`config.mk`:
```
export PLATFORM = sky130hd
export DESIGN_NAME = tone_detector
export DESIGN_NICKNAME = d
export VERILOG_FILES = /design/src/rtl/tone_det_pkg.sv /design/src/rtl/zero_cross_hyst.sv /design/src/rtl/tone_detector.sv
export SDC_FILE = /design/constraint.sdc
export NUM_CORES = 1
export LEC_CHECK = 0
export CAP_MARGIN = 20
export CORE_MARGIN = 2
export CORE_UTILIZATION = 51
export CTS_BUF_LIST = sky130_fd_sc_hd__clkbuf_4
export DETAILED_ROUTE_END_ITERATION = 12
export PLACE_DENSITY_LB_ADDON = 0.12
export SLEW_MARGIN = 20
export SYNTH_ARGS = -nofsm -noshare
export SYNTH_HDL_FRONTEND = slang
export SYNTH_SLANG_ARGS = --single-unit
export TNS_END_PERCENT = 10
```
`constraint.sdc`:
```
create_clock -name ck -period 5.3 [get_ports ck]
set_input_delay 0.53 -clock ck [delete_from_list [all_inputs] [get_ports ck]]
set_output_delay 0.53 -clock ck [all_outputs]
set_load 0.05 [all_outputs]
```
`src/rtl/tone_det_pkg.sv`:
```
// Shared types and constants for the tone qualification path.
package tone_det_pkg;

    typedef enum logic [1:0] {
        IDLE,
        MEASURE,
        LOCKED
    } state_e;

    localparam int CNT_W = 16;

    typedef logic signed [19:0] sample_t;

endpackage

```
`src/rtl/zero_cross_hyst.sv`:
```
// Schmitt-trigger polarity tracker with rising-crossing strobe and saturated magnitude.
module zero_cross_hyst #(
    parameter int W    = 20,
    parameter int HYST = 1000
) (
    input  logic                ck_i,
    input  logic                rst_i,
    input  logic signed [W-1:0] in_i,
    input  logic                input_ready_i,
    output logic                pol_o,
    output logic                rise_o,
    output logic [W-1:0]        mag_o
);

    localparam logic signed [W-1:0] HYST_P = W'(HYST);
    localparam logic signed [W-1:0] HYST_N = W'(-HYST);
    localparam logic [W-1:0]        MOST_NEG = {1'b1, {(W-1){1'b0}}};
    localparam logic [W-1:0]        MOST_POS = {1'b0, {(W-1){1'b1}}};

    logic pol_q, pol_d;
    logic set_hi, set_lo;

    assign set_hi = (in_i >= HYST_P);
    assign set_lo = (in_i <= HYST_N);

    always_comb begin
        pol_d = pol_q;
        if (input_ready_i) begin
            if (set_hi) begin
                pol_d = 1'b1;
            end else if (set_lo) begin
                pol_d = 1'b0;
            end
        end
    end

    always_ff @(posedge ck_i) begin
        if (rst_i) begin
            pol_q <= 1'b0;
        end else begin
            pol_q <= pol_d;
        end
    end

    // The most negative code has no positive twin, so it clips to full scale.
    always_comb begin
        if (in_i == $signed(MOST_NEG)) begin
            mag_o = MOST_POS;
        end else if (in_i[W-1]) begin
            mag_o = W'(-in_i);
        end else begin
            mag_o = in_i;
        end
    end

    assign rise_o = input_ready_i && !pol_q && set_hi;
    assign pol_o  = pol_q;

endmodule

```
`src/rtl/tone_detector.sv`:
```
// Qualifies a filtered tone: measures period/amplitude per cycle and locks after
// CONFIRM consecutive in-spec cycles.
module tone_detector
    import tone_det_pkg::*;
#(
    parameter int W          = 20,
    parameter int THRESH     = 4000,
    parameter int HYST       = 1000,
    parameter int MIN_PERIOD = 4,
    parameter int MAX_PERIOD = 64,
    parameter int CONFIRM    = 4
) (
    input  logic                ck,
    input  logic                rst,
    input  logic signed [W-1:0] in,
    input  logic                input_ready,
    output logic [15:0]         period,
    output logic [W-1:0]        amplitude,
    output logic                measure_ready,
    output logic                detected
);

    localparam int CONF_W = $clog2(CONFIRM + 1);

    localparam logic [CNT_W-1:0]  MIN_P    = CNT_W'(MIN_PERIOD);
    localparam logic [CNT_W-1:0]  MAX_P    = CNT_W'(MAX_PERIOD);
    localparam logic [W-1:0]      THRESH_U = W'(THRESH);
    localparam logic [CONF_W-1:0] CONF_N   = CONF_W'(CONFIRM);

    state_e             state_q, state_d;
    logic [CNT_W-1:0]   cnt_q, cnt_d;
    logic [W-1:0]       peak_q, peak_d;
    logic [CONF_W-1:0]  conf_q, conf_d;
    logic [15:0]        period_q, period_d;
    logic [W-1:0]       amp_q, amp_d;
    logic               mrdy_q, mrdy_d;
    logic               det_q, det_d;

    logic               pol;
    logic               rise;
    logic [W-1:0]       mag;

    logic [CNT_W-1:0]   meas_p;
    logic [W-1:0]       meas_a;
    logic               cyc_valid;
    logic               timeout;
    logic [CONF_W-1:0]  conf_inc;

    zero_cross_hyst #(
        .W    (W),
        .HYST (HYST)
    ) u_zc (
        .ck_i          (ck),
        .rst_i         (rst),
        .in_i          (in),
        .input_ready_i (input_ready),
        .pol_o         (pol),
        .rise_o        (rise),
        .mag_o         (mag)
    );

    assign meas_p    = cnt_q + CNT_W'(1);
    assign meas_a    = (mag > peak_q) ? mag : peak_q;
    assign cyc_valid = (meas_p >= MIN_P) && (meas_p <= MAX_P) && (meas_a >= THRESH_U);
    assign timeout   = input_ready && !rise && (meas_p == MAX_P);
    assign conf_inc  = conf_q + CONF_W'(1);

    always_comb begin
        state_d  = state_q;
        cnt_d    = cnt_q;
        peak_d   = peak_q;
        conf_d   = conf_q;
        period_d = period_q;
        amp_d    = amp_q;
        mrdy_d   = 1'b0;
        det_d    = det_q;

        if (input_ready) begin
            // IDLE has no timeout, so the counter parks at MAX_P there instead of wrapping.
            if (rise) begin
                cnt_d  = '0;
                peak_d = mag;
            end else begin
                cnt_d  = (cnt_q == MAX_P) ? cnt_q : meas_p;
                peak_d = meas_a;
            end

            unique case (state_q)
                IDLE: begin
                    if (rise) begin
                        state_d = MEASURE;
                        conf_d  = '0;
                    end
                end
                MEASURE: begin
                    if (rise) begin
                        mrdy_d   = 1'b1;
                        period_d = meas_p;
                        amp_d    = meas_a;
                        if (cyc_valid) begin
                            conf_d = conf_inc;
                            if (conf_inc == CONF_N) begin
                                state_d = LOCKED;
                                det_d   = 1'b1;
                            end
                        end else begin
                            conf_d = '0;
                        end
                    end else if (timeout) begin
                        state_d = IDLE;
                    end
                end
                LOCKED: begin
                    if (rise) begin
                        mrdy_d   = 1'b1;
                        period_d = meas_p;
                        amp_d    = meas_a;
                        if (!cyc_valid) begin
                            state_d = MEASURE;
                            conf_d  = '0;
                            det_d   = 1'b0;
                        end
                    end else if (timeout) begin
                        state_d = IDLE;
                        det_d   = 1'b0;
                    end
                end
                default: begin
                    state_d = IDLE;
                    det_d   = 1'b0;
                end
            endcase
        end
    end

    always_ff @(posedge ck) begin
        if (rst) begin
            state_q  <= IDLE;
            cnt_q    <= '0;
            peak_q   <= '0;
            conf_q   <= '0;
            period_q <= '0;
            amp_q    <= '0;
            mrdy_q   <= 1'b0;
            det_q    <= 1'b0;
        end else begin
            state_q  <= state_d;
            cnt_q    <= cnt_d;
            peak_q   <= peak_d;
            conf_q   <= conf_d;
            period_q <= period_d;
            amp_q    <= amp_d;
            mrdy_q   <= mrdy_d;
            det_q    <= det_d;
        end
    end

    assign period        = period_q;
    assign amplitude     = amp_q;
    assign measure_ready = mrdy_q;
    assign detected      = det_q;

endmodule

```
==> results of run 1 <==
## power by group through the flow
| stage | Clock [mW] | Sequential [mW] | Combinational [mW] |
|---|---|---|---|
| floorplan | 0 | 0.700 | 0.253 |
| global placement | 0 | 0.667 | 0.413 |
| detailed placement | 0 | 0.668 | 0.423 |
| CTS | 0.396 | 0.654 | 0.427 |
| global route | 0.428 | 0.659 | 0.479 |
| finish | 0.389 | 0.654 | 0.431 |
## layout by cell type, fill, tap and decap left out, types with 12 or more instances in the layout
master / synthesis / final
a211oi_1: 47 / 47
a21oi_1: 42 / 42
buf_4: 0 / 39
clkdlybuf4s50_1: 0 / 59
dfxtp_1: 80 / 80
ha_1: 30 / 30
inv_1: 34 / 34
nand2_1: 62 / 62
nand3_1: 15 / 15
nand4_1: 13 / 13
nor2_1: 102 / 102
nor3_1: 14 / 14
nor4_1: 13 / 13
o21ai_0: 21 / 21
or3_1: 12 / 12
xnor2_1: 20 / 20
xor2_1: 22 / 22
## layer usage
metal | share of wire | routed length (um)
met1 | 0.42 | 5680
met2 | 0.51 | 6810
met3 | 0.042 | 562
met4 | 0.024 | 323
met5 | 0 | 0
## sequential cells by signal, indices dropped and copies added (netlist names)
name / flops
peak_q: 20
u_zc.pol_o: 1
amplitude: 20
cnt_q: 16
state_q: 2
period: 16
measure_ready: 1
detected: 1
conf_q: 3
## through the flow
step,setup slack (ns),instances,util,total power [mW]
floorplan,0.342,665,-,0.953
global placement,-0.00568,851,0.614,1.08
detailed placement,-0.0959,851,0.614,1.09
CTS,0.339,867,0.630,1.48
global route,0.0813,867,0.630,1.57
finish,0.309,867,0.630,1.47
## Yosys cell counts (3+ instances only)
cell	n	area, um2
nor2_1	102	383
dfxtp_1	80	1600
nand2_1	62	233
a211oi_1	47	353
clkbuf_1	46	173
a21oi_1	42	210
inv_1	34	128
ha_1	30	375
xor2_1	22	193
o21ai_0	21	105
xnor2_1	20	175
nand3_1	15	75.1
nor3_1	14	70.1
nand4_1	13	81.3
nor4_1	13	81.3
or3_1	12	75.1
mux2i_1	10	100
and3_1	6	37.5
nand2b_1	5	31.3
a311oi_1	4	35.0
and2_1	4	25.0
nor2b_1	4	25.0
o31ai_1	4	30.0
or2_2	4	25.0
or4_1	4	30.0
a211o_1	3	26.3
o211ai_1	3	22.5
o311ai_1	3	26.3
o31a_1	3	26.3
## worst register-to-register path, cell delays in order (launching register included)
cell,delay [ns]
dfxtp_1,0.57
nand4_1,0.22
nor4_1,0.61
nand3_1,0.14
a221oi_1,0.43
nand3_1,0.17
o311ai_1,0.46
a211oi_1,0.14
a41o_1,0.23
## layout make-up
type,instances,area [um2],area share
clock buffer,9,67.6,0.0110
clock inverter,7,80.1,0.0131
inverter,35,131,0.0214
multi-input combinational,502,3160,0.516
sequential,80,1600,0.261
tap,133,166,0.0271
timing repair buffer,101,920,0.150
## cell families (layout without fill, tap and decap cells)
logic type / after synthesis / in the layout / share of synthesized area
adders and majority gates: 30 / 30 / 0.0739
AOI/OAI and AO/OA: 147 / 147 / 0.198
buffers and inverters: 83 / 152 / 0.0616
xor gates and xnor gates: 42 / 42 / 0.0724
and+or+nand+nor: 271 / 271 / 0.254
DFF: 80 / 80 / 0.315
muxes: 12 / 12 / 0.0249
## worst max path at each step
stage	start	slack (ns)	to	cells past startpoint
finish	in[0]	0.31	state_q[0]	17
global route	in[0]	0.08	state_q[0]	18
CTS	in[0]	0.34	state_q[1]	17
detailed placement	in[0]	-0.1	state_q[1]	17
global placement	in[0]	-0.006	conf_q[1]	17
floorplan	in[0]	0.34	state_q[1]	18
==> run_results.csv, run 1 <==
group,metric,value,unit
run_status,status,"finished, final reports clean",
yosys,yosys_warnings,0,
setup_path,path_delay_family,"simple AND/OR/NAND/NOR gates",
yosys,synthCells,665,
setup_path,timing.rr.end,"state_q[0]",
global_route,grt.total_usage,0.256,
floorplan,dieArea,10800,um2
routing,ant_nets,0,
routing,postRouteWirelength,13400,um
floorplan,ios,61,
power,peakVddDrop,0.124,mV
setup_path,cp.required,5.63,ns
power,swShare,0.352,
clock_tree,cts_resized,0,
global_route,antenna_found_initial,0,
yosys,syn_area,5080,um2
yosys,synth_fp_nets,718,
global_route,grt_use_met1,0.298,
setup_path,critPathSlowestCell,"or4_4",
yosys,ys_types,56,
setup_path,arrival,5.33,ns
yosys,avgSynthCellArea,7.64,um2
clock_tree,cts_tree,"done",
setup_path,rr_worst_depth,8,
power,power_frac_comb,0.292,
floorplan,coreArea,9730,um2
yosys,async_flop_share,0,
cells_and_area,postLayoutCellArea,6130,um2
timing,max_freq,0.200,GHz
timing,slew_headroom,0.442,
cells_and_area,n_antenna_cell,0,
global_route,gr-total-overflow,0,
clock_tree,cts.clk_slew.worst_paths,0.15,ns
floorplan,die_y,104,um
power,clkPwrFrac,0.264,
power,powerDensity,241,nW/um2
setup_path,worstReg2RegStart,"cnt_q[10]",
timing,hold_viol,0,
yosys,synth-main-ff-cell,"dfxtp_1",
global_route,gr-max-usage-layer,"met2",
cells_and_area,fin_nets,782,
place,gp_congestion,0.934,
clock_tree,postCtsSetupBuffers,0,
floorplan,start_util,0.522,
cells_and_area,drive_above_1_share,0.0926,
global_route,grt_max_degree,68,
cells_and_area,syn_to_final_growth,20.7,%
setup_path,worstPathMaxFanout,4,
hold_path,whs_path_depth,2,
setup_path,crit_chain,"clkdlybuf4s50_1, inv_1, ha_1, or4b_1, or3_4, or4_4, o311a_1, nor2_1, ha_1, nand4_1, nor3_1, mux2_2, or2_2, o41ai_4, o31a_1, a211oi_1, a41o_1",
power,p_int,0.956,mW
job,maxCapViolations,0,
place,dpl_cell_area,5980,um2
routing,dr_total_vias,4997,
setup_path,cpMostUsedCell,"ha_1",
routing,vias_per_cell,5.76,
floorplan,num_rows,36,
clock_tree,cts.sinks,80,
clock_tree,holdBufCountCts,0,
setup_path,worst-setup-path-type,"in2reg",
power,seqPwrFrac,0.444,
timing,clock_skew,0.0254,ns
global_route,first_global_vias,4880,
hold_path,min_path_type,"reg2reg",
yosys,yosysSeqAreaShare,0.315,
timing,setup_viol,0,
routing,first_iter_violations,197,
clock_tree,ctsRootBufferMaster,"clkbuf_4",
power,power_switching,0.518,mW
clock_tree,htree_levels,3,
timing,maxSlewViolCount,0,
clock_tree,clk_path_buf_depth,2,
setup_path,end_kind,"flop",
timing,tightest_slew,0.835,ns
global_route,grt.met2_usage,0.470,
floorplan,die_x,104,um
setup_path,worst-path-buf-inv,2,
routing,drc,0,
timing,setup_tns,0,ns
setup_path,worst_setup_path_start_kind,"input pin",
timing,fin_crit,4.99,ns
clock_tree,clkLatencyLatePin,0.44,ns
global_route,grt_pass1_wl,23000,um
place,port-buffer-count,60,
setup_path,r2r_slack,2.23,ns
routing,wire_per_inst,15.4,um
cells_and_area,fillCellCount,911,
setup_path,critPathMaxStageDelay,0.51,ns
clock_tree,cts_buffers,9,
yosys,ys_ff_latch,80,
timing,rsz0062_at_grt,"no",
hold_path,min-delay-start,"amplitude[0]",
timing,hold_ws,0.471,ns
global_route,grtUsageMet3,0.0441,
routing,first_pass_iters,5,
yosys,synth-edff-count,0,
place,dpl.hpwl,9790,um
power,p_leak,2.31,nW
hold_path,whs_endpoint,"amplitude[0]",
timing,min_period_over_period,0.942,
No activity file was read; power rests on OpenSTA's default activity.
==> run 2: changes to the inputs <==
--- a/config.mk
+++ b/config.mk
@@ -6,9 +6,9 @@
 export NUM_CORES = 1
 export LEC_CHECK = 0
 export CAP_MARGIN = 20
-export CORE_MARGIN = 2
 export CORE_UTILIZATION = 51
 export CTS_BUF_LIST = sky130_fd_sc_hd__clkbuf_4
+export CTS_CLUSTER_SIZE = 8
 export DETAILED_ROUTE_END_ITERATION = 12
 export PLACE_DENSITY_LB_ADDON = 0.12
 export SLEW_MARGIN = 20
==> run_results.csv, run 2 (synthesis gave the netlist of run 1 again) <==
group,metric,value,unit
clock_tree,htree_levels,3,
cells_and_area,n_antenna_cell,0,
run_status,status,"finished, final reports clean",
job,maxCapViolations,0,
timing,clock_skew,0.0186,ns
clock_tree,clk_path_buf_depth,2,
setup_path,worst_setup_path_start_kind,"input pin",
floorplan,die_y,102,um
cells_and_area,final_cell_mix,"nor2_1, dfxtp_1, nand2_1, clkdlybuf4s50_1, a211oi_1",
place,gp_congestion,0.917,
setup_path,end_kind,"flop",
timing,hold_viol,0,
timing,slew_headroom,0.388,
power,power,1.43,mW
global_route,grt.total_usage,0.262,
clock_tree,holdBufCountCts,0,
routing,drc,0,
timing,fin_crit,4.95,ns
floorplan,ios,61,
setup_path,worst-setup-path-type,"in2reg",
floorplan,start_util,0.522,
timing,tightest_slew,0.915,ns
clock_tree,postCtsSetupBuffers,0,
setup_path,cp.required,5.67,ns
power,powerDensity,236,nW/um2
clock_tree,cts_buffers,9,
place,dpl.hpwl,9540,um
clock_tree,clkLatencyLatePin,0.43,ns
routing,first_pass_iters,5,
clock_tree,cts_tree,"done",
routing,wire_per_inst,15.2,um
clock_tree,ctsRootBufferMaster,"clkbuf_4",
clock_tree,cts.clk_slew.worst_paths,0.15,ns
place,port-buffer-count,60,
setup_path,r2r_slack,2.25,ns
setup_path,arrival,5.32,ns
floorplan,coreArea,9730,um2
cells_and_area,syn_to_final_growth,19.2,%
global_route,grt_max_degree,68,
power,peakVddDrop,0.126,mV
routing,ant_nets,0,
global_route,antenna_found_initial,0,
floorplan,dieArea,10400,um2
floorplan,die_x,102,um
routing,postRouteWirelength,13100,um
routing,dr_total_vias,4944,
routing,first_iter_violations,279,
timing,hold_ws,0.467,ns
floorplan,num_rows,36,
timing,min_period_over_period,0.934,
global_route,first_global_vias,4669,
clock_tree,cts_resized,0,
hold_path,min_path_type,"reg2reg",
global_route,grt_pass1_wl,21500,um
routing,vias_per_cell,5.74,
timing,max_freq,0.202,GHz
global_route,gr-total-overflow,0,
cells_and_area,drive_above_1_share,0.0864,
cells_and_area,final_common_cell,"nor2_1",
cells_and_area,fin_nets,777,
timing,setup_viol,0,
power,p_leak,2.27,nW
timing,maxSlewViolCount,0,
clock_tree,cts.sinks,80,
timing,rsz0062_at_grt,"no",
setup_path,worstPathMaxFanout,5,
[run 2: per-layer routing]
metal / vias to the layer above / track usage / wire (um)
li1: 2467 / - / -
met1: 2326 / 0.308 / 5710
met2: 123 / 0.479 / 6630
met3: 28 / 0.0449 / 488
met4: 0 / 0.0836 / 265
met5: - / 0 / 0
[run 2: worst max-delay path, cell delays in order]
cell             delay (ns)
clkdlybuf4s50_1        0.43
inv_1                  0.07
ha_1                   0.16
or4b_1                 0.47
or3_4                  0.36
or4_4                  0.51
o21ai_0                0.18
o21ai_0                0.14
ha_1                   0.30
nand4_1                0.12
nor3_1                 0.25
mux2_2                 0.36
or2_2                  0.31
o41ai_4                0.51
o311ai_1               0.22
a311o_1                0.35
nand2_1                0.06
[run 2: path summary, 6_finish.rpt]
path / from / to / depth (start not counted)
setup / recovery: in[1] / state_q[1] / 17
hold / removal: amplitude[0] / amplitude[0] / 2
setup reg to reg: peak_q[19] / state_q[1] / 10
hold reg to reg: amplitude[0] / amplitude[0] / 2
[run 2: through the flow]
step | util | setup TNS, ns | area [um2] | setup WS [ns] | cells
CTS | 0.622 | 0 | 6050 | 0.381 | 862
floorplan | - | 0 | 5080 | 0.342 | 665
detailed placement | 0.609 | -0.204 | 5930 | -0.0606 | 846
global placement | 0.609 | 0 | 5930 | 0.0330 | 846
global route | 0.622 | 0 | 6050 | 0.0330 | 862
finish | 0.622 | 0 | 6050 | 0.349 | 862
[run 2: layout make-up]
class                           instances  area [um2]
Fill cell                             944        3680
Multi-Input combinational cell        502        3160
Sequential cell                        80        1600
Timing Repair Buffer                   96         866
Tap cell                              133         166
Inverter                               35         131
Clock buffer                            9        67.6
Clock inverter                          7        55.1
[run 2: power by group]
group | total, mW | switching [mW] | internal [mW]
Combinational | 0.423 | 0.256 | 0.167
Clock | 0.352 | 0.249 | 0.102
Sequential | 0.654 | 0.0190 | 0.635
